--- config.mk ---
export PLATFORM = sky130hd
export DESIGN_NAME = ctrl_pipe_flat
export DESIGN_NICKNAME = d
export VERILOG_FILES = /design/src/rtl/ctrl_pipe_pkg.sv /design/src/rtl/ctrl_pipe_if.sv /design/src/rtl/ctrl_pipe_dec.sv /design/src/rtl/ctrl_pipe.sv /design/src/flat_wrapper.sv
export SDC_FILE = /design/constraint.sdc
export NUM_CORES = 1
export LEC_CHECK = 0
export ABC_AREA = 1
export BUFFER_PORTS_ARGS = -buffer_cell sky130_fd_sc_hd__buf_2
export CAP_MARGIN = 30
export CORE_UTILIZATION = 55
export CTS_CLUSTER_SIZE = 8
export DETAILED_ROUTE_END_ITERATION = 7
export HOLD_SLACK_MARGIN = 0.15
export PLACE_DENSITY = 0.8
export REMOVE_ABC_BUFFERS = 1
export SLEW_MARGIN = 40
export SYNTH_ARGS = -nofsm -noshare
export SYNTH_HDL_FRONTEND = slang
export SYNTH_SLANG_ARGS = --single-unit
--- constraint.sdc ---
create_clock -name clk -period 2 [get_ports clk]
set_clock_uncertainty 0.2 [all_clocks]
set_input_delay 0.1 -clock clk [delete_from_list [all_inputs] [get_ports clk]]
set_output_delay 0.1 -clock clk [all_outputs]
set_load 0.02 [all_outputs]
--- src/rtl/ctrl_pipe_pkg.sv ---
// Shared RV32I field positions, opcode/funct encodings, control enums and the
// decoded control bundle used by ctrl_dec and ctrl_pipe.
package ctrl_pipe_pkg;

   localparam int INST_WIDTH       = 32;
   localparam int REG_ADDR_W       = 5;
   localparam int IMM_GEN_OP_WIDTH = 3;
   localparam int ALU_OP_WIDTH     = 4;
   localparam int ALU_SRC_WIDTH    = 2;

   localparam int OPCODE_BASE = 0;
   localparam int RD_BASE     = 7;
   localparam int FUNCT3_BASE = 12;
   localparam int RS1_BASE    = 15;
   localparam int RS2_BASE    = 20;
   localparam int FUNCT7_BASE = 25;

   localparam logic [6:0] INST_R      = 7'b0110011;
   localparam logic [6:0] INST_I      = 7'b0010011;
   localparam logic [6:0] INST_LOAD   = 7'b0000011;
   localparam logic [6:0] INST_STORE  = 7'b0100011;
   localparam logic [6:0] INST_BRANCH = 7'b1100011;
   localparam logic [6:0] INST_JAL    = 7'b1101111;
   localparam logic [6:0] INST_JALR   = 7'b1100111;
   localparam logic [6:0] INST_LUI    = 7'b0110111;
   localparam logic [6:0] INST_AUIPC  = 7'b0010111;

   localparam logic [6:0] FUNCT7_STD = 7'b0000000;
   localparam logic [6:0] FUNCT7_ALT = 7'b0100000;

   localparam logic [2:0] FUNCT3_ADD  = 3'b000;
   localparam logic [2:0] FUNCT3_SLL  = 3'b001;
   localparam logic [2:0] FUNCT3_SLT  = 3'b010;
   localparam logic [2:0] FUNCT3_SLTU = 3'b011;
   localparam logic [2:0] FUNCT3_XOR  = 3'b100;
   localparam logic [2:0] FUNCT3_SR   = 3'b101;
   localparam logic [2:0] FUNCT3_OR   = 3'b110;
   localparam logic [2:0] FUNCT3_AND  = 3'b111;
   localparam logic [2:0] FUNCT3_LW   = 3'b010;
   localparam logic [2:0] FUNCT3_SW   = 3'b010;
   localparam logic [2:0] FUNCT3_JALR = 3'b000;

   typedef enum logic [IMM_GEN_OP_WIDTH-1:0] {
      IMM_GEN_I = 3'd0,
      IMM_GEN_S = 3'd1,
      IMM_GEN_B = 3'd2,
      IMM_GEN_U = 3'd3,
      IMM_GEN_J = 3'd4
   } imm_gen_e;

   typedef enum logic [ALU_OP_WIDTH-1:0] {
      ALU_ADD  = 4'd0,
      ALU_SUB  = 4'd1,
      ALU_SLL  = 4'd2,
      ALU_SLT  = 4'd3,
      ALU_SLTU = 4'd4,
      ALU_XOR  = 4'd5,
      ALU_SRL  = 4'd6,
      ALU_SRA  = 4'd7,
      ALU_OR   = 4'd8,
      ALU_AND  = 4'd9
   } alu_op_e;

   typedef enum logic [ALU_SRC_WIDTH-1:0] {
      ALU_SRC_REG     = 2'd0,
      ALU_SRC_IMM     = 2'd1,
      ALU_SRC_FOUR_PC = 2'd2,
      ALU_SRC_PC_IMM  = 2'd3
   } alu_src_e;

   typedef struct packed {
      logic                  branch;
      logic                  jump;
      logic                  jalr;
      logic                  mem_ren;
      logic                  mem_wen;
      logic                  reg_wen;
      logic [REG_ADDR_W-1:0] reg_waddr;
      logic [REG_ADDR_W-1:0] reg1_raddr;
      logic [REG_ADDR_W-1:0] reg2_raddr;
      imm_gen_e              imm_gen_op;
      alu_op_e               alu_op;
      alu_src_e              alu_src_sel;
      logic                  illegal;
   } ctrl_bundle_t;

   localparam int BUNDLE_WIDTH = $bits(ctrl_bundle_t);

   localparam ctrl_bundle_t BUNDLE_RST = '{
      branch:      1'b0,
      jump:        1'b0,
      jalr:        1'b0,
      mem_ren:     1'b0,
      mem_wen:     1'b0,
      reg_wen:     1'b0,
      reg_waddr:   '0,
      reg1_raddr:  '0,
      reg2_raddr:  '0,
      imm_gen_op:  IMM_GEN_I,
      alu_op:      ALU_AND,
      alu_src_sel: ALU_SRC_REG,
      illegal:     1'b0
   };

   // alt selects SUB/SRA; callers decide when funct7[5] is meaningful.
   function automatic alu_op_e alu_arith(input logic [2:0] funct3, input logic alt);
      alu_op_e op;
      op = ALU_AND;
      case (funct3)
         FUNCT3_ADD:  op = alt ? ALU_SUB : ALU_ADD;
         FUNCT3_SLL:  op = ALU_SLL;
         FUNCT3_SLT:  op = ALU_SLT;
         FUNCT3_SLTU: op = ALU_SLTU;
         FUNCT3_XOR:  op = ALU_XOR;
         FUNCT3_SR:   op = alt ? ALU_SRA : ALU_SRL;
         FUNCT3_OR:   op = ALU_OR;
         FUNCT3_AND:  op = ALU_AND;
         default:     op = ALU_AND;
      endcase
      return op;
   endfunction

endpackage

--- src/rtl/ctrl_pipe_if.sv ---
// Fetch-side and execute-side handshake plus decoded control bundle of ctrl_pipe.
// slave is the decoder pipe's view, master is the surrounding pipeline's view.
interface ctrl_pipe_if #(
   parameter int CPU_WIDTH      = 32,
   parameter int REG_ADDR_WIDTH = 5,
   parameter int PC_WIDTH       = 32
) ();
   import ctrl_pipe_pkg::*;

   logic                        flush;
   logic                        in_valid;
   logic                        in_ready;
   logic [CPU_WIDTH-1:0]        in_inst;
   logic [PC_WIDTH-1:0]         in_pc;

   logic                        out_valid;
   logic                        out_ready;
   logic [PC_WIDTH-1:0]         out_pc;
   logic [CPU_WIDTH-1:0]        out_inst;
   logic                        branch;
   logic                        jump;
   logic                        jalr;
   logic                        mem_ren;
   logic                        mem_wen;
   logic                        reg_wen;
   logic [REG_ADDR_WIDTH-1:0]   reg_waddr;
   logic [REG_ADDR_WIDTH-1:0]   reg1_raddr;
   logic [REG_ADDR_WIDTH-1:0]   reg2_raddr;
   logic [IMM_GEN_OP_WIDTH-1:0] imm_gen_op;
   logic [ALU_OP_WIDTH-1:0]     alu_op;
   logic [ALU_SRC_WIDTH-1:0]    alu_src_sel;
   logic                        illegal;

   modport slave (
      input  flush, in_valid, in_inst, in_pc, out_ready,
      output in_ready, out_valid, out_pc, out_inst,
             branch, jump, jalr, mem_ren, mem_wen, reg_wen,
             reg_waddr, reg1_raddr, reg2_raddr,
             imm_gen_op, alu_op, alu_src_sel, illegal
   );

   modport master (
      output flush, in_valid, in_inst, in_pc, out_ready,
      input  in_ready, out_valid, out_pc, out_inst,
             branch, jump, jalr, mem_ren, mem_wen, reg_wen,
             reg_waddr, reg1_raddr, reg2_raddr,
             imm_gen_op, alu_op, alu_src_sel, illegal
   );

endinterface

--- src/rtl/ctrl_pipe_dec.sv ---
// ctrl_dec: combinational RV32I control decoder (instruction word -> control bundle).
// Define CTRL_RVE_EN to flag any used register above x15 as illegal.
module ctrl_dec
   import ctrl_pipe_pkg::*;
(
   input  logic [INST_WIDTH-1:0] inst,
   output ctrl_bundle_t          bundle
);

   logic [6:0]            opcode;
   logic [2:0]            funct3;
   logic [6:0]            funct7;
   logic [REG_ADDR_W-1:0] rd;
   logic [REG_ADDR_W-1:0] rs1;
   logic [REG_ADDR_W-1:0] rs2;

   assign opcode = inst[OPCODE_BASE +: 7];
   assign funct3 = inst[FUNCT3_BASE +: 3];
   assign funct7 = inst[FUNCT7_BASE +: 7];
   assign rd     = inst[RD_BASE +: REG_ADDR_W];
   assign rs1    = inst[RS1_BASE +: REG_ADDR_W];
   assign rs2    = inst[RS2_BASE +: REG_ADDR_W];

   logic use_rd;
   logic use_rs1;
   logic use_rs2;
   logic bad;
   logic rve_bad;
   logic r_ok;
   logic i_ok;

   always_comb begin
      bundle  = BUNDLE_RST;
      use_rd  = 1'b0;
      use_rs1 = 1'b0;
      use_rs2 = 1'b0;
      bad     = 1'b0;
      rve_bad = 1'b0;

      r_ok = (funct7 == FUNCT7_STD) ||
             ((funct7 == FUNCT7_ALT) && ((funct3 == FUNCT3_ADD) || (funct3 == FUNCT3_SR)));

      // Shift-immediates reuse funct7 as an encoding field; other I-ops carry imm bits there.
      case (funct3)
         FUNCT3_SLL: i_ok = (funct7 == FUNCT7_STD);
         FUNCT3_SR:  i_ok = (funct7 == FUNCT7_STD) || (funct7 == FUNCT7_ALT);
         default:    i_ok = 1'b1;
      endcase

      case (opcode)
         INST_R: begin
            use_rd  = 1'b1;
            use_rs1 = 1'b1;
            use_rs2 = 1'b1;
            bundle.alu_op = alu_arith(funct3, funct7[5]);
            bad = !r_ok;
         end
         INST_I: begin
            use_rd  = 1'b1;
            use_rs1 = 1'b1;
            bundle.imm_gen_op  = IMM_GEN_I;
            bundle.alu_op      = alu_arith(funct3, (funct3 == FUNCT3_SR) && funct7[5]);
            bundle.alu_src_sel = ALU_SRC_IMM;
            bad = !i_ok;
         end
         INST_LOAD: begin
            use_rd  = 1'b1;
            use_rs1 = 1'b1;
            bundle.mem_ren     = 1'b1;
            bundle.imm_gen_op  = IMM_GEN_I;
            bundle.alu_op      = ALU_ADD;
            bundle.alu_src_sel = ALU_SRC_IMM;
            bad = (funct3 != FUNCT3_LW);
         end
         INST_STORE: begin
            use_rs1 = 1'b1;
            use_rs2 = 1'b1;
            bundle.mem_wen     = 1'b1;
            bundle.imm_gen_op  = IMM_GEN_S;
            bundle.alu_op      = ALU_ADD;
            bundle.alu_src_sel = ALU_SRC_IMM;
            bad = (funct3 != FUNCT3_SW);
         end
         INST_BRANCH: begin
            use_rs1 = 1'b1;
            use_rs2 = 1'b1;
            bundle.branch     = 1'b1;
            bundle.imm_gen_op = IMM_GEN_B;
            // funct3[0] only inverts the sense; the pair picks the comparison.
            case (funct3[2:1])
               2'b00:   bundle.alu_op = ALU_SUB;
               2'b10:   bundle.alu_op = ALU_SLT;
               2'b11:   bundle.alu_op = ALU_SLTU;
               default: bad = 1'b1;
            endcase
         end
         INST_JAL: begin
            use_rd = 1'b1;
            bundle.jump        = 1'b1;
            bundle.imm_gen_op  = IMM_GEN_J;
            bundle.alu_op      = ALU_ADD;
            bundle.alu_src_sel = ALU_SRC_FOUR_PC;
         end
         INST_JALR: begin
            use_rd  = 1'b1;
            use_rs1 = 1'b1;
            bundle.jump        = 1'b1;
            bundle.jalr        = 1'b1;
            bundle.imm_gen_op  = IMM_GEN_I;
            bundle.alu_op      = ALU_ADD;
            bundle.alu_src_sel = ALU_SRC_FOUR_PC;
            bad = (funct3 != FUNCT3_JALR);
         end
         INST_LUI: begin
            use_rd = 1'b1;
            bundle.imm_gen_op  = IMM_GEN_U;
            bundle.alu_op      = ALU_ADD;
            bundle.alu_src_sel = ALU_SRC_IMM;
         end
         INST_AUIPC: begin
            use_rd = 1'b1;
            bundle.imm_gen_op  = IMM_GEN_U;
            bundle.alu_op      = ALU_ADD;
            bundle.alu_src_sel = ALU_SRC_PC_IMM;
         end
         default: bad = 1'b1;
      endcase

`ifdef CTRL_RVE_EN
      rve_bad = (use_rd && rd[4]) || (use_rs1 && rs1[4]) || (use_rs2 && rs2[4]);
`else
      rve_bad = 1'b0;
`endif

      bundle.reg_waddr  = use_rd  ? rd  : '0;
      bundle.reg1_raddr = use_rs1 ? rs1 : '0;
      bundle.reg2_raddr = use_rs2 ? rs2 : '0;
      bundle.reg_wen    = use_rd && (rd != '0);
      bundle.illegal    = bad || rve_bad;

      // Illegal bundles still travel downstream but must have no side effects.
      if (bundle.illegal) begin
         bundle.branch  = 1'b0;
         bundle.jump    = 1'b0;
         bundle.jalr    = 1'b0;
         bundle.mem_ren = 1'b0;
         bundle.mem_wen = 1'b0;
         bundle.reg_wen = 1'b0;
      end
   end

endmodule

--- src/rtl/ctrl_pipe.sv ---
// ctrl_pipe: registered RV32I control decode stage between IF and EX with a
// two-entry skid buffer and flush. CTRL_RVE_EN selects the RV32E register check.
//
// state    | meaning
// ST_EMPTY | no decoded bundle held, out_valid=0
// ST_ONE   | main register valid, skid register empty
// ST_TWO   | main and skid registers valid, in_ready=0
module ctrl_pipe
   import ctrl_pipe_pkg::*;
#(
   parameter int CPU_WIDTH      = 32,
   parameter int REG_ADDR_WIDTH = 5,
   parameter int PC_WIDTH       = 32
) (
   input  logic       clk,
   input  logic       rst,
   ctrl_pipe_if.slave bus
);

   typedef enum logic [1:0] {
      ST_EMPTY = 2'd0,
      ST_ONE   = 2'd1,
      ST_TWO   = 2'd2
   } skid_state_e;

   skid_state_e          state_q;
   skid_state_e          state_nxt;
   logic                 in_ready_q;
   logic                 accept;
   logic                 pop;
   logic                 load_main_in;
   logic                 load_main_skid;
   logic                 load_skid;

   ctrl_bundle_t         dec_bundle;
   ctrl_bundle_t         main_bundle_q;
   ctrl_bundle_t         skid_bundle_q;
   logic [PC_WIDTH-1:0]  main_pc_q;
   logic [PC_WIDTH-1:0]  skid_pc_q;
   logic [CPU_WIDTH-1:0] main_inst_q;
   logic [CPU_WIDTH-1:0] skid_inst_q;

   ctrl_dec u_dec (
      .inst   (bus.in_inst[INST_WIDTH-1:0]),
      .bundle (dec_bundle)
   );

   // An instruction offered alongside flush belongs to the squashed path.
   assign accept = bus.in_valid && in_ready_q && !bus.flush;
   assign pop    = (state_q != ST_EMPTY) && bus.out_ready;

   always_ff @(posedge clk) begin
      if (rst) begin
         state_q <= ST_EMPTY;
      end else begin
         state_q <= state_nxt;
      end
   end

   always_comb begin
      state_nxt      = state_q;
      load_main_in   = 1'b0;
      load_main_skid = 1'b0;
      load_skid      = 1'b0;
      if (bus.flush) begin
         state_nxt = ST_EMPTY;
      end else begin
         case (state_q)
            ST_EMPTY: begin
               if (accept) begin
                  state_nxt    = ST_ONE;
                  load_main_in = 1'b1;
               end
            end
            ST_ONE: begin
               if (pop && accept) begin
                  load_main_in = 1'b1;
               end else if (pop) begin
                  state_nxt = ST_EMPTY;
               end else if (accept) begin
                  state_nxt = ST_TWO;
                  load_skid = 1'b1;
               end
            end
            ST_TWO: begin
               if (pop) begin
                  state_nxt      = ST_ONE;
                  load_main_skid = 1'b1;
               end
            end
            default: state_nxt = ST_EMPTY;
         endcase
      end
   end

   always_ff @(posedge clk) begin
      if (rst) begin
         in_ready_q    <= 1'b0;
         main_bundle_q <= BUNDLE_RST;
         main_pc_q     <= '0;
         main_inst_q   <= '0;
         skid_bundle_q <= BUNDLE_RST;
         skid_pc_q     <= '0;
         skid_inst_q   <= '0;
      end else begin
         // Ready looks ahead at the next occupancy so no combinational path from out_ready.
         in_ready_q <= (state_nxt != ST_TWO);
         if (load_main_in) begin
            main_bundle_q <= dec_bundle;
            main_pc_q     <= bus.in_pc;
            main_inst_q   <= bus.in_inst;
         end else if (load_main_skid) begin
            main_bundle_q <= skid_bundle_q;
            main_pc_q     <= skid_pc_q;
            main_inst_q   <= skid_inst_q;
         end
         if (load_skid) begin
            skid_bundle_q <= dec_bundle;
            skid_pc_q     <= bus.in_pc;
            skid_inst_q   <= bus.in_inst;
         end
      end
   end

   assign bus.in_ready    = in_ready_q;
   assign bus.out_valid   = (state_q != ST_EMPTY);
   assign bus.out_pc      = main_pc_q;
   assign bus.out_inst    = main_inst_q;
   assign bus.branch      = main_bundle_q.branch;
   assign bus.jump        = main_bundle_q.jump;
   assign bus.jalr        = main_bundle_q.jalr;
   assign bus.mem_ren     = main_bundle_q.mem_ren;
   assign bus.mem_wen     = main_bundle_q.mem_wen;
   assign bus.reg_wen     = main_bundle_q.reg_wen;
   assign bus.reg_waddr   = REG_ADDR_WIDTH'(main_bundle_q.reg_waddr);
   assign bus.reg1_raddr  = REG_ADDR_WIDTH'(main_bundle_q.reg1_raddr);
   assign bus.reg2_raddr  = REG_ADDR_WIDTH'(main_bundle_q.reg2_raddr);
   assign bus.imm_gen_op  = main_bundle_q.imm_gen_op;
   assign bus.alu_op      = main_bundle_q.alu_op;
   assign bus.alu_src_sel = main_bundle_q.alu_src_sel;
   assign bus.illegal     = main_bundle_q.illegal;

endmodule
--- src/flat_wrapper.sv ---
// flat-port wrapper written by rule: the top's interface ports become plain ports
module ctrl_pipe_flat import ctrl_pipe_pkg::*;
#(
   parameter int CPU_WIDTH      = 32,
   parameter int REG_ADDR_WIDTH = 5,
   parameter int PC_WIDTH       = 32
)
  (clk, rst, bus_flush, bus_in_valid, bus_in_inst, bus_in_pc, bus_out_ready, bus_in_ready, bus_out_valid, bus_out_pc, bus_out_inst, bus_branch, bus_jump, bus_jalr, bus_mem_ren, bus_mem_wen, bus_reg_wen, bus_reg_waddr, bus_reg1_raddr, bus_reg2_raddr, bus_imm_gen_op, bus_alu_op, bus_alu_src_sel, bus_illegal);
  ctrl_pipe_if #(.CPU_WIDTH(CPU_WIDTH), .REG_ADDR_WIDTH(REG_ADDR_WIDTH), .PC_WIDTH(PC_WIDTH)) bus_i ();
  input  logic clk;
  input  logic rst;
  input wire logic [$bits(bus_i.flush)-1:0] bus_flush;
  input wire logic [$bits(bus_i.in_valid)-1:0] bus_in_valid;
  input wire logic [$bits(bus_i.in_inst)-1:0] bus_in_inst;
  input wire logic [$bits(bus_i.in_pc)-1:0] bus_in_pc;
  input wire logic [$bits(bus_i.out_ready)-1:0] bus_out_ready;
  output wire logic [$bits(bus_i.in_ready)-1:0] bus_in_ready;
  output wire logic [$bits(bus_i.out_valid)-1:0] bus_out_valid;
  output wire logic [$bits(bus_i.out_pc)-1:0] bus_out_pc;
  output wire logic [$bits(bus_i.out_inst)-1:0] bus_out_inst;
  output wire logic [$bits(bus_i.branch)-1:0] bus_branch;
  output wire logic [$bits(bus_i.jump)-1:0] bus_jump;
  output wire logic [$bits(bus_i.jalr)-1:0] bus_jalr;
  output wire logic [$bits(bus_i.mem_ren)-1:0] bus_mem_ren;
  output wire logic [$bits(bus_i.mem_wen)-1:0] bus_mem_wen;
  output wire logic [$bits(bus_i.reg_wen)-1:0] bus_reg_wen;
  output wire logic [$bits(bus_i.reg_waddr)-1:0] bus_reg_waddr;
  output wire logic [$bits(bus_i.reg1_raddr)-1:0] bus_reg1_raddr;
  output wire logic [$bits(bus_i.reg2_raddr)-1:0] bus_reg2_raddr;
  output wire logic [$bits(bus_i.imm_gen_op)-1:0] bus_imm_gen_op;
  output wire logic [$bits(bus_i.alu_op)-1:0] bus_alu_op;
  output wire logic [$bits(bus_i.alu_src_sel)-1:0] bus_alu_src_sel;
  output wire logic [$bits(bus_i.illegal)-1:0] bus_illegal;
  assign bus_i.flush = bus_flush;
  assign bus_i.in_valid = bus_in_valid;
  assign bus_i.in_inst = bus_in_inst;
  assign bus_i.in_pc = bus_in_pc;
  assign bus_i.out_ready = bus_out_ready;
  assign bus_in_ready = bus_i.in_ready;
  assign bus_out_valid = bus_i.out_valid;
  assign bus_out_pc = bus_i.out_pc;
  assign bus_out_inst = bus_i.out_inst;
  assign bus_branch = bus_i.branch;
  assign bus_jump = bus_i.jump;
  assign bus_jalr = bus_i.jalr;
  assign bus_mem_ren = bus_i.mem_ren;
  assign bus_mem_wen = bus_i.mem_wen;
  assign bus_reg_wen = bus_i.reg_wen;
  assign bus_reg_waddr = bus_i.reg_waddr;
  assign bus_reg1_raddr = bus_i.reg1_raddr;
  assign bus_reg2_raddr = bus_i.reg2_raddr;
  assign bus_imm_gen_op = bus_i.imm_gen_op;
  assign bus_alu_op = bus_i.alu_op;
  assign bus_alu_src_sel = bus_i.alu_src_sel;
  assign bus_illegal = bus_i.illegal;
  ctrl_pipe #(.CPU_WIDTH(CPU_WIDTH), .REG_ADDR_WIDTH(REG_ADDR_WIDTH), .PC_WIDTH(PC_WIDTH)) u_core (.clk(clk), .rst(rst), .bus(bus_i));
endmodule
# --- Word level (Yosys, flattened, before mapping) ---
# Cells that the tools add are included.
# W data, S select, Z words.
word_totals:
  register_bits: 193
  inputBits: 69
  out_inout_bits: 97
  elab_cells: 135
classes:
  n_eq_ne: 23
  muxes: 49
  n_reduce_logical: 31
op_table:
  columns: ["operator", "n"]
  rows:
  - ["$mux W32", 4]
  - ["$pmux W4 S8", 2]
  - ["$mux W31", 2]
  - ["$eq A7 B6 Y1 const B", 4]
  - ["$mux W1", 23]
  - ["$eq A7 B7 Y1 const B", 3]
  - ["$pmux W4 S4", 1]
  - ["$mux W5", 3]
  - ["$eq A7 B5 Y1 const B", 2]
  - ["$eq A3 B3 Y1 const B", 4]
  - ["$mux W2", 6]
  - ["$pmux W2 S3", 2]
  - ["$pmux W3 S4", 1]
  - ["$pmux W4 S3", 1]
  - ["$reduce_or A6 Y1", 2]
  - ["$reduce_or A3 Y1", 3]
  - ["$eq A7 B2 Y1 const B", 1]
  - ["$logic_and A1 B1 Y1", 7]
  - ["$logic_not A7 Y1", 1]
  - ["$reduce_or A7 Y1", 1]
  - ["$eq A2 B2 Y1 const B", 3]
  - ["$eq A3 B2 Y1 const B", 2]
  - ["$mux W6", 1]
  - ["$pmux W1 S6", 1]
  - ["other kinds (14)", 23]

# --- Logic depth before layout (Yosys ltp) ---
# Gate-level depths: netlist (run 1).
logic_depth:
  ltp_word: 8
  ltp_mapped: 12
  depth_no_buf: 11

# --- Modules after synthesis ---
# From an unflattened synthesis (run 1), not the netlist that was laid out.
unflattened:
  cells_unflattened: 1499
  hier_area_um2: 10013.4
modules_own_cells:
  columns: ["mod", "instances", "cells_each", "area_per_inst_um2", "seq_area_each_um2"]
  rows:
  - ["ctrl_pipe", 1, 1366, 9375.2, 3863.7]
  - ["ctrl_dec", 1, 133, 638.1, 0.0]

# --- Worst setup path after synthesis (run 1) ---
# OpenSTA, ideal clock, no wires.
synth_timing:
  path_kind: "reg-to-reg"
  start: "register u_core.in_ready_q (netlist: u_core.bus.in_ready)"
  end: "register u_core.skid_bundle_q[3] (netlist bit)"
  setup_ps: 115
  arrival_time_ps: 1353
  required_ps: 1685
  setup_slack_ps: 332
  path_stages_with_launch: 8
  path_buffers: 2
  synth_period_minus_slack_ps: 1668
  cell_sequence: "dfxtp_1 > nand3_2 > nor4_2 > buf_4 > inv_2 > buf_2 > a21oi_1 > nand2_1"
synth_via:
  elab_chain_cells: 7
  elab_cells_between_ends: 8
  cone_classes: "mux (5); reduce/logical (3)"
synth_lines:
  columns: ["item", "line", "rtl"]
  rows:
  - ["from (decl)", "ctrl_pipe.sv:28", "logic in_ready_q;"]
  - ["from (signal assigned)", "ctrl_pipe.sv:107", "in_ready_q <= (state_nxt != ST_TWO);"]
  - ["$logic_and A1 B1 Y1 * (2 in series)", "ctrl_pipe.sv:49", "assign accept = bus.in_valid && in_ready_q && !bus.flush;"]
  - ["$mux W1", "ctrl_pipe.sv:80", "end else if (accept) begin"]
  - ["$mux W1", "ctrl_pipe.sv:78", "end else if (pop) begin"]
  - ["$mux W1 *", "ctrl_pipe.sv:76", "if (pop && accept) begin"]
  - ["$mux W1 *", "ctrl_pipe.sv:68", "case (state_q)"]
  - ["$mux W1 *", "ctrl_pipe.sv:65", "if (bus.flush) begin"]
  - ["to (signal assigned)", "ctrl_pipe.sv:118", "skid_bundle_q <= dec_bundle;"]
  - ["to (decl)", "ctrl_pipe.sv:37", "ctrl_bundle_t skid_bundle_q;"]
# Every way passes the cells marked *; elsewhere a longest branch is shown, timed or not.
# A chain may end at the register's enable or synchronous reset.

# --- Final worst setup path (run 1) ---
layout_timing:
  start: "input port bus_flush"
  end: "register u_core.skid_bundle_q[5] (netlist bit)"
layout_via:
  elab_chain_cells: 7
  elab_cells_between_ends: 8
  cone_classes: "mux (5); reduce/logical (3)"
layout_lines:
  columns: ["item", "line", "rtl"]
  rows:
  - ["from (decl)", "flat_wrapper.sv:12", "input wire logic [$bits(bus_i.flush)-1:0] bus_flush;"]
  - ["$logic_not A1 Y1", "ctrl_pipe.sv:49", null]
  - ["$logic_and A1 B1 Y1", "ctrl_pipe.sv:49", null]
  - ["$mux W1", "ctrl_pipe.sv:80", null]
  - ["$mux W1", "ctrl_pipe.sv:78", null]
  - ["$mux W1", "ctrl_pipe.sv:76", null]
  - ["$mux W1", "ctrl_pipe.sv:68", null]
  - ["$mux W1 *", "ctrl_pipe.sv:65", null]
# Marks and branches as above.

==> results of run 1 <==
==> per-layer routing <==
layer | vias to the layer above | wire [um] | GRT usage, %
met1 | 3744 | 9810 | 39.4
met3 | 51 | 1480 | 4.97
met5 | - | 0 | 0
met4 | 0 | 596 | 13.3
met2 | 321 | 10600 | 48.1
li1 | 3938 | - | -
==> layout make-up <==
cell class	count	area, sq um
Clock buffer	20	457
Clock inverter	12	146
Fill cell	1074	3770
Inverter	50	191
Multi-Input combinational cell	740	3600
Sequential cell	193	3860
Tap cell	180	225
Timing Repair Buffer	256	1790
==> worst min-delay path, stage by stage <==
cell           delay (ns)
dlygate4sd3_1        0.51
buf_2                0.10
nor2_1               0.04
nor2_1               0.08
==> power groups by stage <==
stage               clock network [uW]  registers [uW]  logic (uW)
floorplan                            0            4160         282
global placement                     0            4060         689
detailed placement                   0            4070         694
CTS                               3500            3980         802
global route                      3660            3990         893
finish                            3490            3980         818
==> how the worst max path moves through the flow <==
stage	slack (ns)	to
floorplan	-5.79	u_core.skid_bundle_q[4]
global placement	0.22	u_core.skid_bundle_q[5]
detailed placement	0.19	u_core.bus.imm_gen_op[0]
CTS	0.11	u_core.bus.reg2_raddr[4]
global route	0.0008	u_core.bus.alu_op[0]
finish	0.08	u_core.skid_bundle_q[5]
==> timing repair <==
item                       CTS  global route
setup endpoints to repair    0            16
hold buffers                69             0
resized for setup            0             4
hold endpoints to repair   192             0
==> synth_stat cells (all sizes together) <==
| cell | count |
|---|---|
| dfxtp | 193 |
| o22ai | 1 |
| o211ai | 4 |
| nand4 | 5 |
| nor2 | 149 |
| o21ai | 150 |
| a311oi | 1 |
| nand3b | 1 |
| a31oi | 25 |
| a221oi | 17 |
| nor3b | 1 |
| nor3 | 4 |
| inv | 50 |
| nor4 | 1 |
| o31ai | 1 |
| buf | 50 |
| nand2 | 218 |
| nand3 | 43 |
| a21oi | 119 |
| clkbuf | 27 |
==> cell families (layout without fill, tap and decap cells) <==
group                  count (synthesis)  after routing  synth area share [%]
AO/OA/AOI/OAI                        318            318                  21.4
AND/OR/NAND/NOR                      422            422                  23.3
buffers and inverters                127            338                  7.12
flip-flops                           193            193                  48.2
==> state kept, by name, summed over array words and instances, names as in the netlist <==
name and cells:
u_core.bus.out_pc 32, u_core.bus.in_ready 1, u_core.skid_pc_q 32, u_core.bus.jump 1, u_core.bus.branch 1, u_core.skid_bundle_q 31, u_core.bus.reg_wen 1, u_core.bus.alu_src_sel 2
u_core.bus.alu_op 4, u_core.bus.jalr 1, u_core.bus.reg1_raddr 5, u_core.bus.out_inst 32, u_core.skid_inst_q 32, u_core.bus.reg2_raddr 5, u_core.bus.imm_gen_op 3, u_core.bus.mem_ren 1
u_core.bus.mem_wen 1, u_core.bus.illegal 1, u_core.state_q 2, u_core.bus.reg_waddr 5
==> stage by stage <==
stage / total power, uW / instances / setup TNS (ns) / setup WS (ns) / hold WS (ns)
final: 8290 / 1451 / 0 / 0.0835 / 0.241
after floorplan: 4440 / 983 / -590.57 / -5.79 / -0.0309
after CTS: 8280 / 1451 / 0 / 0.114 / 0.237
after detailed placement: 4760 / 1350 / 0 / 0.185 / 0.148
after global placement: 4750 / 1350 / 0 / 0.220 / 0.142
after global routing: 8540 / 1451 / 0 / 0.000764 / 0.245
==> impl_results.md, run 1 <==
* Crit path cell chain: dlygate4sd3_1 > buf_2 > inv_2 > nand3_2 > nor4_4 > inv_2 > buf_12 > o21ai_0 > inv_1
* Initial DRC count at roughly 800
* Worst setup path class: primary input to register
* Post-synth design cell area at 8020 sq um
* Launch point of the worst path: bus_flush
* Buf/Inv on CP at 6
* Seq/Total Area, Yosys at 48.2%
* Cell Pwr Density at 807 nW/um^2
* Crit path max-delay family: buffers and inverters
* Worst R2R Start: u_core.state_q[0]
* Routed length per placed instance at 15.5 um
* Status: finished, final reports clean
* Most common cell after layout, fill and taps aside: nand2_1
* First drt pass iteration count at 5
* CTS tree: done
* Critical Path End Type: register
* Final setup vio count at 0
* I/O Buffers at between 150 and 200
* Overall die area at 15100 sq um
* Hold Path Sink: u_core.skid_pc_q[9]
* Reg2Reg Setup Slack at around 0.1 ns
* Initial Util at 57.1%
* Clk Tree Root Cell: clkbuf_16
* Cell row count at 43
* Cell taking the most area after synthesis: dfxtp_1
* Placed Instance Area at ~9000 sq um
* Worst-Skew Late Latency at roughly 0.44 ns
* Max Buffers Root-to-Sink at 2
* Max_cap viols at 0
* CP Data Required Time at between 2 and 2.5 ns
* Grt total ovfl at 0
* Post-synthesis register bit count at 193
* First-pass GRT wire length at 35.5 mm
* LEAKAGE at 0.00461 uW
* Die Ht at 123 um
* Antenna cells at 0
* Initial antenna violation count at 0
* Post-DP HPWL at 12.6 mm
* Layout cells sized above 1 at 21.2%
* Cell with the largest stage delay on the worst path: dlygate4sd3_1
* Post-route minimum period at 1.92 ns
* Synth area leaders: dfxtp_1, nand2_1, o21ai_0
* Residual DRC at 0
* R2r worst-path depth at 7
* Type of the worst min-delay path: primary input to register
* Die X-Extent at 123 um
* Worst R2R End: u_core.bus.out_pc[28]
* Core area at roughly 14000 sq um
* Post-route ant nets at 0
* Placer Congestion at 0.931
* Final Cell Area at 10300 sq um
* Slew @ Worst Pin at between 0.7 and 0.8 ns
* Switch share at 25.2%
* Worst vdd ir at slightly above 0.6 mV
* CP most frequent cell: inv_2
* Synth warn at 0
* DRT Wirelength at 22.4 mm
* Setup bufs post-CTS at 0
* Mapped Avg Cell Area at around 7.6 sq um
* Pins Over Slew Limit at 0
* Final worst-path cycle share at 95.8%
* HP Start: bus_in_pc[9]
* Rel. slew slack at 51.6%
* Comb power frac at 9.9%
* # nets final at roughly 1.3k
* Final Hold Fails at 0
* Unique cell type count in the Yosys netlist at 35
* Arr. time, crit path at 2.05 ns
* Most frequent cells in the layout: nand2_1, dfxtp_1, buf_2
* Int Pwr at 6200 uW
* Switching pwr at roughly 2100 uW
* H-tree Lvls at 4
* Routed vias/inst at 5.55
* Worst hold stages at 4
* Reg power frac at 48.0%
* CP Launch Type: primary input
* DR vias at 8054
* I/O Pins at roughly 170
* CP Depth at 9
* Post-Route Utilization at 73.2%
* Unrepaired setup endpoints after global routing: false
* Clock Sink Count at 193
* Area grow syn2layout at 28.1%
* Clock network power share at between 40 and 50%
* GRT Total Usage at 29.9%
* CP max FO at 16
* Largest net degree at the start of global routing at 132
* Cells after synthesis at ~1.1k
* CP peak stage delay at 0.52 ns
* Area fraction of the dominant cell type after synthesis at 48.2%
* Total CTS buffers at 17
* Clk slew on worst S/H paths at 0.07 ns
* Vias in the first global route at roughly 7.3k
* Fmax at 522 MHz
No activity file was read; power rests on OpenSTA's default activity.
==> run 2, diff against run 1 <==
--- a/config.mk
+++ b/config.mk
@@ -8,11 +8,14 @@
 export ABC_AREA = 1
 export BUFFER_PORTS_ARGS = -buffer_cell sky130_fd_sc_hd__buf_2
 export CAP_MARGIN = 30
-export CORE_UTILIZATION = 55
+export CELL_PAD_IN_SITES_DETAIL_PLACEMENT = 2
+export CELL_PAD_IN_SITES_GLOBAL_PLACEMENT = 2
+export CORE_UTILIZATION = 31
 export CTS_CLUSTER_SIZE = 8
 export DETAILED_ROUTE_END_ITERATION = 7
+export GPL_TIMING_DRIVEN = 0
 export HOLD_SLACK_MARGIN = 0.15
-export PLACE_DENSITY = 0.8
+export PLACE_DENSITY_LB_ADDON = 0.1
 export REMOVE_ABC_BUFFERS = 1
 export SLEW_MARGIN = 40
 export SYNTH_ARGS = -nofsm -noshare
==> run 2 against run 1 <==
  * The flow now finishes with violations (hold timing, setup timing)
  * Design area increased by 8.7%
  * Hold slack worse by 0.48 ns
  * Core utilization down 29 points
  * Sequential cell count stayed put
  * Fmax is 7.9% lower
  * Wire length is 42% higher
  * Count of clock-buffer cells in the layout down 2
  * Critical path depth increased by 2
  * First-iteration DRC count fell by 60%
  * Via count is 4.5% higher
  * Cell count increased by 13%
  * Combinational power increased by 16%
  * Largest cell class unchanged
==> impl_results.md, run 2 (same netlist as run 1, synthesis figures left out) <==
* CTS tree: done
* CP Launch Type: primary input
* Final setup vio count at 9
* Final setup margin at -0.0802 ns
* Fmax at just under 500 MHz
* Die Ht at 163 um
* Most common cell after layout, fill and taps aside: nand2_1
* Grt total ovfl at 0
* Largest net degree at the start of global routing at 107
* Dpl ws at -1.04 ns
* First drt pass iteration count at 4
* I/O Buffers at 165
* Final Hold Fails at 2
* Rel. slew slack at between 70% and 80%
* Placed Instance Area at 9310 sq um
* Final worst-path cycle share at 104%
* Status: finished, violations left
* Post-DP HPWL at 18.3 mm
* GR peak layer: met2
* Residual DRC at 0
* Initial DRC count at about 330
* Total CTS buffers at 17
* Arr. time, crit path at 2.22 ns
* GRT Total Usage at 23.8%
* M1 GR Usage at 29.6%
* Die X-Extent at 163 um
* Clk slew on worst S/H paths at about 0.090 ns
* Tot Pwr at 8380 uW
* First-pass GRT wire length at 48.9 mm
* Cell Pwr Density at 750 nW/um^2
* LEAKAGE at a little under 0.005 uW
* Pins Over Slew Limit at 0
* CP Data Required Time at 2.14 ns
* DRT Wirelength at 32.0 mm
* CP max FO at 10
* Clk Tree Root Cell: clkbuf_16
* Post-route ant nets at 0
* M2 GR Usage at 42.3%
* GR Layer Usage met3 at 3.82%
* Cell row count at 58
* Initial antenna violation count at 0
* Most frequent cells in the layout: nand2_1, dfxtp_1, buf_2
* Overall die area at 26500 sq um
* Clock Sink Count at 193
* Final Cell Area at 11200 sq um
* Core area at 25300 sq um
* Placer Congestion at approximately 0.73
* Initial Util at a little under a third
* DR vias at around 8.4k
* Setup TNS at -0.315 ns
* Max Buffers Root-to-Sink at 2
* Type of the worst min-delay path: primary input to register
* Vias in the first global route at 9020
* Worst-Skew Late Latency at 0.45 ns
* Worst vdd ir at between 0.4 and 0.5 mV
* Critical Path End Type: register
* I/O Pins at 166
* Failing checks: hold timing, setup timing
* Area grow syn2layout at 39.3%
* # nets final at between 1k and 1.5k
* Antenna cells at 0
* Layout cells sized above 1 at 23.5%
* Post-Route Utilization at 44.2%
* Routed length per placed instance at approximately 20 um
* Max_cap viols at 0
* Slew @ Worst Pin at 0.424 ns
* H-tree Lvls at 4
* Fin Hold WS at -0.243 ns
* Unrepaired setup endpoints after global routing: true
* Worst setup path class: primary input to register
* Routed vias/inst at 5.13
* Post-route minimum period at 2.08 ns
run 2: cell types whose count changed in the layout (fill, tap and decap cells not counted), moves of 8 or more:
cell,previous run,this run
a221oi_1,17,8
dlygate4sd3_1,69,85
buf_16,0,9
a221oi_2,0,8
buf_4,13,21
o21ai_0,142,128
o21ai_1,4,17
run 2: timing repair:
item	in CTS	in global routing
cloned	3	2
setup endpoints to repair	168	120
hold endpoints to repair	189	9
pin swaps	4	3
setup buffers	15	2
resized for setup	25	41
hold buffers	82	6
run 2: critical path, cell delays in order:
cell           delay, ns
dlygate4sd3_1       0.56
buf_2               0.23
nand4_1             0.26
buf_6               0.23
inv_12              0.05
buf_16              0.10
nor2_4              0.05
buf_16              0.16
buf_16              0.16
a221oi_2            0.25
nor2_1              0.06
run 2: area by class of cell:
| class | count | area (sq um) |
|---|---|---|
| fillers | 2915 | 14100 |
| flip-flops and latches | 193 | 3870 |
| multi-input cells | 740 | 3690 |
| repair buffers | 296 | 2360 |
| clock buffers | 18 | 429 |
| well taps | 330 | 413 |
| inverters | 50 | 254 |
| clock inverters | 14 | 148 |
| repair inverters | 1 | 11.3 |
run 2: power breakdown:
part           internal (uW)  switching, uW  total (uW)
Combinational            382            568         950
Clock                   1670           1780        3450
Sequential              3930           49.1        3980
Total                   5980           2400        8380
run 2: worst paths after layout:
check,start,end,slack [ns],depth (start not counted)
worst max-delay path,bus_out_ready,u_core.bus.out_pc[7],-0.08,11
worst min-delay path,bus_flush,u_core.state_q[1],-0.24,4
worst max register to register,u_core.state_q[0],u_core.bus.out_pc[7],-0.03,10
worst min register to register,u_core.bus.imm_gen_op[0],u_core.bus.imm_gen_op[0],0.27,2
run 2: layer usage:
metal  part of all wire [%]  wire length [um]
met3                    3.4              1070
met5                      0                 0
met1                     45             14400
met4                    1.2               390
met2                     50             16100
run 2: per-stage QoR:
step           hold WS (ns)  std cells
2_1_floorplan       -0.0309        983
3_3_place_gp          0.142       1478
3_5_place_dp          0.150       1507
4_1_cts              -0.261       1634
5_1_grt              -0.237       1642
6_report             -0.243       1642
==> run 3, diff against run 2 <==
==> constraint.sdc (replaced) <==
create_clock -name clk -period 2 [get_ports clk]
set_clock_uncertainty 0.2 [all_clocks]
set_input_delay 0.5 -clock clk [delete_from_list [all_inputs] [get_ports clk]]
set_output_delay 0.5 -clock clk [all_outputs]
set_load 0.02 [all_outputs]
==> run 3 against run 2 <==
  * The flow finishes with violations (setup timing)
  * Sequential cell count stayed put
  * Critical path depth shrank 1
  * Fmax increased by 2.8%
  * Core utilization fell by 0.74 points
  * Critical path type is now register to register
  * Largest power group unchanged
==> impl_results.md, run 3 (same netlist as run 1, synthesis figures left out) <==
* Post-Route Utilization at 43.5%
* Initial Util at about a third
* Non-filler cells, final at 1620
* Critical Path End Type: register
* CP Launch Type: register
* Slew @ Worst Pin at 0.488 ns
* I/O Pins at 166
* FF+latch area at 3870 sq um
* Post-DP HPWL at around 18 mm
* CP peak stage delay at between 0.3 and 0.4 ns
* Grt total ovfl at 0
* Layout cells sized above 1 at 24.1%
* Reg power frac at 47.8%
* Post-route ant nets at 0
* Failing checks: setup timing
* Most frequent cells in the layout: nand2_1, dfxtp_1, buf_2
* Overall die area at 26500 sq um
* Cell row count at 58
* Arr. time, crit path at 2.15 ns
* Switching pwr at 2370 uW
* Max_cap viols at 0
* Vias in the first global route at 8928
* GRT Total Usage at 23.1%
* Int Pwr at 5950 uW
* Final worst-path cycle share at 101%
* Final setup vio count at 3
* Largest net degree at the start of global routing at around 110
* Max Buffers Root-to-Sink at 2
* R2r worst-path depth at 10
* Placer Congestion at 0.729
* Worst R2R End: u_core.bus.out_pc[7]
* CTS tree: done
* DRT Wirelength at 31.3 mm
* Worst setup path class: register to register
* Buf/Inv on CP at 6
* Residual DRC at 0
* Die Ht at 163 um
* Crit path cell chain: inv_4 > nand4_1 > buf_6 > inv_12 > buf_16 > nor2_4 > buf_16 > buf_16 > a221oi_2 > nor2_1
* Fillers at ~2.9k
* H-tree Lvls at 4
* Initial antenna violation count at 0
* Reg2Reg Setup Slack at -0.02 ns
* CP Capture Point: u_core.bus.out_pc[7]
* First-pass GRT wire length at 47.6 mm
* Post-route minimum period at just over 2 ns
* Final Hold Fails at 0
* Tot Pwr at 8330 uW
* Routed vias/inst at 5.12
* Clk Tree Root Cell: clkbuf_16
* Total CTS buffers at 17
* Most common cell after layout, fill and taps aside: nand2_1
* Cells after DPL at 1507
* Status: finished, violations left
* Clk slew on worst S/H paths at approximately 0.080 ns
* Clock network power share at 41.3%
* LEAKAGE at just under 0.005 uW
* CP most frequent cell: buf_16
* I/O Buffers at 165
* Crit path max-delay family: buffers and inverters
* # nets final at between 1k and 1.5k
* Comb power frac at between 10 and 15%
* Pins Over Slew Limit at 0
* First drt pass iteration count at 4
* Routed length per placed instance at about 19 um
* Type of the worst min-delay path: primary input to register
* DR vias at 8302
* Area of the multi-input gates at 3690 sq um
* Die X-Extent at 163 um
* CP max FO at 10
* Antenna cells at 0
* Worst hold stages at 3
* Worst vdd ir at 0.477 mV
* Initial DRC count at 320
* Fmax at 494 MHz
* Unrepaired setup endpoints after global routing: true
* Final setup margin at -0.0246 ns
* Cell with the largest stage delay on the worst path: dfxtp_2
* Clock Sink Count at 193
* Switch share at approximately 29%
* Launch point of the worst path: u_core.state_q[0]
* Area grow syn2layout at 37.0%
* Worst-Skew Late Latency at about 0.44 ns
* CP Depth at 10
* Worst R2R Start: u_core.state_q[0]
* Dpl ws at -1.31 ns
* Cell Pwr Density at approximately 760 nW/um^2
* Rel. slew slack at about two thirds
* Core area at 25300 sq um
* CP Data Required Time at 2.12 ns
run 3: cell count changes in the layout (fill, tap and decap cells not counted), moves of 2 or more:
cell | previous run | this run
o21ai_0 | 128 | 130
bufbuf_16 | 0 | 2
buf_6 | 5 | 7
dlygate4sd3_1 | 85 | 62
buf_8 | 2 | 4
o21ai_1 | 17 | 15
buf_16 | 9 | 7
dlymetal6s4s_1 | 2 | 0
run 3: power by group through the flow:
stage               sequential (uW)  clock, uW  combinational [uW]
global placement               4060          0                 710
CTS                            3970       3530                 890
detailed placement             4060          0                 766
finish                         3980       3440                 907
floorplan                      4160          0                 282
global route                   3990       3690                 987
run 3: layout make-up:
| type | count | share of cell area [%] |
|---|---|---|
| Sequential cell | 193 | 35.2 |
| Inverter | 50 | 2.40 |
| Timing Repair Buffer | 274 | 19.7 |
| Clock inverter | 14 | 1.34 |
| Multi-Input combinational cell | 740 | 33.6 |
| Tap cell | 330 | 3.76 |
| Clock buffer | 18 | 3.91 |
| Timing Repair inverter | 1 | 0.103 |
run 3: routing by layer:
metal	GRT usage [%]	up-vias	wire length (um)
met3	3.69	17	909
li1	-	3988	-
met1	29.0	4164	14600
met2	40.6	133	15600
met4	6.16	0	229
met5	0	-	0
run 3: worst min-delay path: cells and delay by family:
kind,cells,cell delay [ns]
compound gates,1,0.06
buf+inv,2,0.20
run 3: stage by stage:
| stage | TNS, ns | cell area, sq um | hold WS, ns |
|---|---|---|---|
| 2_1_floorplan | -614.25 | 7630 | 0.234 |
| 3_3_place_gp | -1396.32 | 8870 | 0.250 |
| 3_5_place_dp | -122.43 | 9310 | 0.260 |
| 4_1_cts | -0.00264 | 10700 | 0.152 |
| 5_1_grt | -1.04 | 11000 | 0.159 |
| 6_report | -0.0413 | 11000 | 0.158 |
run 3: how the worst min path moves through the flow:
stage | from | end | slack, ns
finish | bus_in_inst[3] | u_core.skid_inst_q[3] | 0.16
global route | bus_in_inst[3] | u_core.skid_inst_q[3] | 0.16
CTS | bus_in_inst[3] | u_core.skid_inst_q[3] | 0.15
detailed placement | u_core.bus.imm_gen_op[0] | u_core.bus.imm_gen_op[0] | 0.26
global placement | u_core.bus.imm_gen_op[0] | u_core.bus.imm_gen_op[0] | 0.25
floorplan | u_core.skid_bundle_q[3] | u_core.skid_bundle_q[3] | 0.23
run 3: repair_timing:
action	in CTS	in global routing
cloned	3	3
pin swaps	4	5
hold endpoints to repair	100	0
gates resized for setup	25	40
setup endpoints to repair	168	99
buffers inserted	14	5
hold buffers	62	0
